$ cat config.mk
export PLATFORM = sky130hd
export DESIGN_NAME = seg7_display_scheduler
export DESIGN_NICKNAME = d
export VERILOG_FILES = /design/src/rtl/seg7_display_scheduler.sv
export SDC_FILE = /design/constraint.sdc
export NUM_CORES = 1
export LEC_CHECK = 0
export CAP_MARGIN = 0
export CORE_MARGIN = 8
export CORE_UTILIZATION = 45
export CTS_BUF_LIST = sky130_fd_sc_hd__clkbuf_2
export DETAILED_ROUTE_END_ITERATION = 8
export PLACE_DENSITY = 0.83
export SYNTH_ARGS = -nofsm -noshare
export SYNTH_HDL_FRONTEND = slang
export SYNTH_SLANG_ARGS = --single-unit
$ cat constraint.sdc
create_clock -name clock -period 3.63 [get_ports clock]
set_input_delay 0.726 -clock clock [delete_from_list [all_inputs] [get_ports clock]]
set_output_delay 0.726 -clock clock [all_outputs]
set_load 0.02 [all_outputs]
$ cat src/rtl/seg7_display_scheduler.sv
// Round-robin / manual selector of four 32-bit debug words for the 8-digit hex display.
// Optional leading-zero blanking is built when SEG7_SCHED_BLANK_EN is defined.
module seg7_display_scheduler #(
  parameter logic [31:0] DWELL_CYCLES = 32'd50_000_000
) (
  input  logic         clock,
  input  logic         reset,
  input  logic [127:0] sourceData,
  input  logic [3:0]   sourceValid,
  input  logic         autoMode,
  input  logic         stepPulse,
  input  logic         holdDisplay,
  output logic [31:0]  displayData32,
  output logic [1:0]   sourceIndex,
  output logic         updateStrobe,
  output logic [7:0]   blankMask
);

  typedef enum logic {IDLE, SHOW} state_e;

  state_e      state_q, state_d;
  logic [31:0] data_q, data_d;
  logic [31:0] cnt_q, cnt_d;
  logic [1:0]  idx_q, idx_d;
  logic        strobe_q, strobe_d;
  logic        auto_q;
  logic [1:0]  nxt, low, j;
  logic        found, adv;

  // Current index is scanned last, so it only reselects itself when alone.
  always_comb begin
    nxt   = idx_q;
    low   = '0;
    found = 1'b0;
    j     = '0;
    for (int o = 1; o <= 4; o++) begin
      j = idx_q + 2'(o);
      if (!found && sourceValid[j]) begin
        nxt   = j;
        found = 1'b1;
      end
    end
    for (int i = 3; i >= 0; i--)
      if (sourceValid[i]) low = 2'(i);
  end

  always_comb begin
    state_d  = state_q;
    idx_d    = idx_q;
    data_d   = data_q;
    cnt_d    = cnt_q;
    strobe_d = 1'b0;
    adv      = 1'b0;
    unique case (state_q)
      IDLE: begin
        cnt_d  = '0;
        data_d = '0;
        if (|sourceValid) begin
          state_d  = SHOW;
          idx_d    = low;
          strobe_d = 1'b1;
          data_d   = sourceData[{low, 5'd0} +: 32];
        end
      end
      SHOW: begin
        if (sourceValid == 4'd0) begin
          state_d = IDLE;
          data_d  = '0;
          cnt_d   = '0;
        end else begin
          if (!sourceValid[idx_q]) begin
            adv   = 1'b1;
            cnt_d = '0;
          end else if (!holdDisplay) begin
            if (!autoMode) begin
              cnt_d = '0;
              adv   = stepPulse;
            end else if (autoMode != auto_q) begin
              cnt_d = '0;
            end else if (cnt_q == DWELL_CYCLES - 32'd1) begin
              adv   = 1'b1;
              cnt_d = '0;
            end else begin
              cnt_d = cnt_q + 32'd1;
            end
          end
          if (adv) begin
            idx_d    = nxt;
            strobe_d = (nxt != idx_q);
          end
          if (adv || !holdDisplay)
            data_d = sourceData[{idx_d, 5'd0} +: 32];
        end
      end
      default: ;
    endcase
  end

  always_ff @(posedge clock or posedge reset) begin
    if (reset) begin
      state_q  <= IDLE;
      data_q   <= '0;
      cnt_q    <= '0;
      idx_q    <= '0;
      strobe_q <= 1'b0;
      auto_q   <= 1'b0;
    end else begin
      state_q  <= state_d;
      data_q   <= data_d;
      cnt_q    <= cnt_d;
      idx_q    <= idx_d;
      strobe_q <= strobe_d;
      auto_q   <= autoMode;
    end
  end

  assign displayData32 = data_q;
  assign sourceIndex   = idx_q;
  assign updateStrobe  = strobe_q;

`ifdef SEG7_SCHED_BLANK_EN
  logic [7:0] blank_q, blank_d;

  // Digit 0 always shows, so a zero word still displays "0".
  always_comb begin
    blank_d = '0;
    for (int k = 1; k < 8; k++)
      blank_d[k] = ((data_d >> (4 * k)) == 32'd0);
  end

  always_ff @(posedge clock or posedge reset) begin
    if (reset) blank_q <= '0;
    else       blank_q <= blank_d;
  end

  assign blankMask = blank_q;
`else
  assign blankMask = 8'h00;
`endif

endmodule
# [Yosys cells after proc, flatten, opt, wreduce, memory -nomap -nowiden]
# Cells that the tools add are included.
[op_classes] addsub=4 magnitude_cmp=4 eq_ne=7 shift=2 n_mux=49 bitwise_logic=1 n_reduce_logical=11
[ops] cell="two-way mux 32 bit" count=9
[ops] cell="indexed part select 128 x 8 -> 32 bit" count=2
[ops] cell="one-hot mux 32 bit (2 select lines)" count=2
[ops] cell="adder 32 x 1 -> 32 bit (second input constant)" count=1
[ops] cell="== test 32 x 26 -> 1 bit (second input constant)" count=1
[ops] cell="two-way mux 2 bit" count=13
[ops] cell="two-way mux 1 bit" count=18
[ops] cell="less-than comparator 2 x 3 -> 1 bit (second input constant)" count=4
[ops] cell="binary-select mux 1 bit (select 2 bit)" count=4
[ops] cell="adder 2 bit (second input constant)" count=2
[ops] cell="logical NOT 1 bit" count=4
[ops] cell="logical NOT 4 bit" count=1
[ops] cell="inequality test 2 bit (second input constant)" count=2
[ops] cell="inequality test 4 bit (second input constant)" count=1
[ops] cell="one-hot mux 1 bit (2 select lines)" count=2
[ops] cell="one-hot mux 2 bit (2 select lines)" count=1
[ops] cell="OR reduction 4 bit" count=1
[ops] cell="logical AND 1 bit" count=3
[ops] cell="inequality test 3 x 1 -> 1 bit (second input constant)" count=1
[ops] cell="adder 2 x 1 -> 2 bit (second input constant)" count=1
[ops] cell="inequality test 2 bit" count=1
[ops] cell="AND reduction 2 bit" count=1
[ops] cell="logical OR 1 bit" count=1
[ops] cell="inequality test 1 bit" count=1
[ops] cell="NOT 1 bit" count=1
[totals] ff_bits=69 in_bits=137 out_inout_bits=43

# [Longest topological paths before layout]
[logic_depth] ltp_word=20 depth_mapped=12

# [Worst setup path before layout]
# OpenSTA, ideal clock, no wires.
[synth_path] path_kind="input to register" startpoint="in sourceValid[0]" endpoint="reg cnt_q[29]" setup_ps=78 t_arrival_ps=3218 setup_slack_ps=334 cell_stages=10 path_buffers=3 path_cell_list="buf_6 > mux4_2 > and4_4 > buf_6 > or4_4 > buf_6 > nor4_4 > nand3_2 > or3_1 > a21oi_1"
[synth_via] elab_chain_len=5 elab_cells_between_ends=7
[synth_rtl] item="from (decl)" line_no="9" source="input logic [3:0] sourceValid,"
[synth_rtl] item="binary-select mux 1 bit (select 2 bit)" line_no="71" source="if (!sourceValid[idx_q]) begin"
[synth_rtl] item="two-way mux 1 bit (implied by the code)" line_no="71"
[synth_rtl] item="two-way mux 32 bit" line_no="71"
[synth_rtl] item="two-way mux 32 bit" line_no="66" source="if (sourceValid == 4'd0) begin"
[synth_rtl] item="one-hot mux 32 bit (2 select lines)" line_no="54" source="unique case (state_q)"
[synth_rtl] item="to (signal assigned)" line_no="110" source="cnt_q <= cnt_d;"
[synth_rtl] item="to (decl)" line_no="23" source="logic [31:0] cnt_q, cnt_d;"
# Several ways; a longest one is shown, not always the timed one. The select of a mux whose other input is x is not followed.
# A chain may end at the register's enable or synchronous reset.

# [Final worst setup path]
[layout_path] startpoint="reg idx_q[0], in the netlist sourceIndex[0]" endpoint="reg cnt_q[27]"
[layout_via] elab_chain_len=5 elab_cells_between_ends=6
[layout_rtl] item="from (decl)" line_no="24" source="logic [1:0] idx_q, idx_d;"
[layout_rtl] item="from (signal assigned)" line_no="111" source="idx_q <= idx_d;"
[layout_rtl] item="binary-select mux 1 bit (select 2 bit) *" line_no="71"
[layout_rtl] item="two-way mux 1 bit (implied by the code) *" line_no="71"
[layout_rtl] item="two-way mux 32 bit" line_no="71"
[layout_rtl] item="two-way mux 32 bit" line_no="66"
[layout_rtl] item="one-hot mux 32 bit (2 select lines)" line_no="54"
# Every way passes the cells marked *; elsewhere a longest branch is shown, timed or not. The select of a mux whose other input is x is not followed.

==> results by stage <==
Min path:
- The path class of the tightest hold or removal check is reg2reg.

Place:
- The last weighted congestion value of the routability-driven placer is 0.865.
- The detailed placement HPWL is 14,100 µm.
- The number of port buffers is 171.
- OpenSTA, run right after detailed placement, puts the worst setup slack at 7.12 ps.

Clock tree:
- The count of cells resized by post-cts repair is 0.
- The clock tree buffer depth is 2.
- After clock tree synthesis, the flow added hold-fix buffers numbering 0.
- The H-tree was split into 3 levels.
- The post-CTS setup buffer count is 0.
- The clock sink count is 69.
- In this run, CTS created clock tree buffers numbering 9.
- The master cell of the clock root buffer is clkbuf_2.
- TritonCTS built the clock tree.
- The clock latency of the later-clocked register in the worst-skew pair is 540 ps.
- The register clock-pin slew on the reported worst setup and hold paths is 230 ps.

Timing:
- Setup repair after global routing left no endpoint under its margin.
- Clock skew on the completed layout was measured at 34.9 ps.
- The transition at the pin with the smallest max-transition slack is 819 ps.
- The total count of hold-check failures in the final report is 0.
- The worst slack on hold paths is 547 ps.
- The worst-case setup margin in the final layout is 407 ps.
- The worst path in the final design needs a cycle of 3220 ps, including I/O delays and setup.
- Based on the critical path, the design can be clocked at up to 310 MHz.
- Setup violations remaining at the end of the flow were counted as 0.
- The period utilization is 0.888.
- The worst max-slew margin expressed relative to the limit is 0.453.
- The count of final max-slew check failures came to 0.
- The sum of negative setup slack is 0 ps.

Status:
- The flow ran to the end, and the final reports show no timing, DRC or antenna violations.

Setup path:
- The category of the critical setup timing path is reg2reg.
- Of all nets on the critical path, the largest fanout is 16.
- At the worst endpoint, the arrival time is 3680 ps.
- STA classifies the critical path startpoint as a flip-flop.
- The required time reported for the critical path endpoint is 4080 ps.
- The worst setup path is captured at a flip-flop.

GRT:
- The aggregate global routing overflow is 0.
- The via count of the first global-routing pass is 6,070.
- Entering global routing, the biggest net connects 66 pins.
- The number of antenna violations at the first check in global routing is 0.
- The first global-routing pass estimated 30,400 µm of wire.
- The global routing usage summed across all routing layers is 0.230.

Route:
- The first detailed-routing pass ran for 5 iterations.
- Using the TritonRoute via totals, the vias-per-cell ratio works out to 6.07.
- The final wirelength is 19,300 µm.
- Dividing the detail-routed wire length by the instance count gives 19.9 µm.
- The remaining design rule violation count is 0.
- The number of nets with antenna violations after routing is 0.
- For this block, the initial DRC count from the detailed router was 484.
- The count of vias placed by the detailed router is 5,863.

Logic synthesis:
- Of the synthesized area, sequential elements account for 0.312.
- After synthesis the cells add up to 5540 µm².
- The instance count of the mapped netlist is 657.
- In this run, synthesis inferred 0 flip-flops with an integrated enable.
- The most common flop cell mapped by yosys is dfrtp_1.
- The proportion of synthesized flip-flops having asynchronous set or reset is 1.00.
- The synthesized area divided by synthesized cell count is 8.43 µm².
- The number of distinct library cells after synthesis is 53.
- The Yosys step of the flow raised 0 warnings.
- Synthesis inferred 69 register bits.

Cells and area:
- In the final layout, the share of cells above drive strength 1 is 0.110.
- After the last flow step, the layout net total stands at 952.
- The diode insertion count for antenna repair is 0.
- The area growth from synthesis to layout is 37.5%.
- The final design utilization is 0.634.

Die:
- During I/O placement, the number of pins put on the boundary was 180.
- The initial utilization of the core area, before any placement, comes to 0.461.
- The die covers 16,100 µm².
- The die is 127 µm wide.
- The floorplan step defined a core boundary enclosing 12,000 µm².
- The vertical extent of the die is 127 µm.
- The standard-cell row count is 40.

Pwr:
- VDD sags by at most 448 µV.
- In this run the power density over the cells is 624 nW/µm².
- Total power for the finished layout comes to 0.00475 W.
- Summed over all cells, the static leakage comes to 3.07 nW.

Run:
- The max-cap violation count is 0.
cell families (layout without fill, tap and decap cells):
kind of cell | count (synthesis) | after routing | synth area share
AOI/OAI and AO/OA | 178 | 178 | 0.204
xor gates and xnor gates | 16 | 16 | 0.0253
adders and majority gates | 1 | 1 | 0.00226
buffers and inverters | 65 | 220 | 0.0574
DFF | 69 | 69 | 0.312
muxes | 100 | 100 | 0.190
other | 1 | 8 | 0.000677
and+or+nand+nor | 227 | 227 | 0.209
power by group:
group	total (W)	switching, W	internal (W)	leakage, nW
Clock	0.000451	0.000296	0.000155	0.0729
Sequential	0.00116	0.000179	0.000978	0.889
Combinational	0.00314	0.00152	0.00163	2.11
state kept, by name, indices dropped and copies added, names as in the netlist:
name / count
cnt_q: 32
displayData32: 32
sourceIndex: 2
auto_q: 1
state_q: 1
updateStrobe: 1
metal layers:
metal	track usage	vias to the layer above	wire [µm]
li1	-	2710	-
met1	0.267	2809	7840
met2	0.385	294	9210
met3	0.0587	50	1630
met4	0.115	0	583
met5	0	-	0
synth_stat cells, drive strengths merged, types with 6 or more instances:
library cell / instances / share of area
buf: 20 / 0.027
o21ai: 54 / 0.049
mux2i: 67 / 0.12
nor2: 34 / 0.023
a211oi: 33 / 0.045
and3: 6 / 0.0068
a31oi: 32 / 0.036
or3: 6 / 0.0068
dfrtp: 69 / 0.31
xor2: 9 / 0.014
xnor2: 7 / 0.011
inv: 8 / 0.0054
clkbuf: 37 / 0.025
nand3: 18 / 0.017
nand2: 93 / 0.063
mux2: 32 / 0.065
a21oi: 14 / 0.013
o31ai: 6 / 0.0081
a22oi: 33 / 0.045
and2: 33 / 0.037
cell type report:
type	count	area, µm²
clock buffer	10	50.0
clock inverter	6	53.8
fill	975	4400
inverter	8	30.0
multi-input combinational	530	3570
sequential	69	1730
tap	147	184
timing repair buffer	196	2000
per-stage QoR:
stage,cells,cell area (µm²)
after global routing,966,7620
after CTS,966,7620
after detailed placement,950,7510
after floorplan,664,5570
after global placement,950,7510
final,966,7620
path summary, 6_finish.rpt:
path / from / to / slack [ps] / cells past startpoint
max reg2reg: sourceIndex[0] / cnt_q[27] / 410 / 7
max in group asynchronous: reset / displayData32[24] / 2300 / 3
min reg2reg: cnt_q[10] / cnt_q[10] / 550 / 1
min: cnt_q[10] / cnt_q[10] / 550 / 1
min in group asynchronous: reset / sourceIndex[1] / 640 / 2
max: sourceIndex[0] / cnt_q[27] / 410 / 7
worst max-delay path, stage by stage (launching register included):
cell and delay [ps]:
dfrtp_1 750, mux4_2 590, and4_4 210, or4_4 600
nor4_4 330, nand3_2 170, or3_1 330, a21oi_1 150
cell usage in the layout (no fill, tap or decap), types with 33 or more instances in the layout:
| cell type | synthesis | layout |
|---|---|---|
| nor2_1 | 34 | 33 |
| a22oi_1 | 33 | 33 |
| dfrtp_1 | 69 | 69 |
| nand2_1 | 93 | 93 |
| and2_1 | 33 | 33 |
| clkdlybuf4s50_1 | 0 | 171 |
| o21ai_0 | 47 | 47 |
| mux2i_1 | 67 | 67 |
Note: power is estimated with default switching activity, not from simulation.
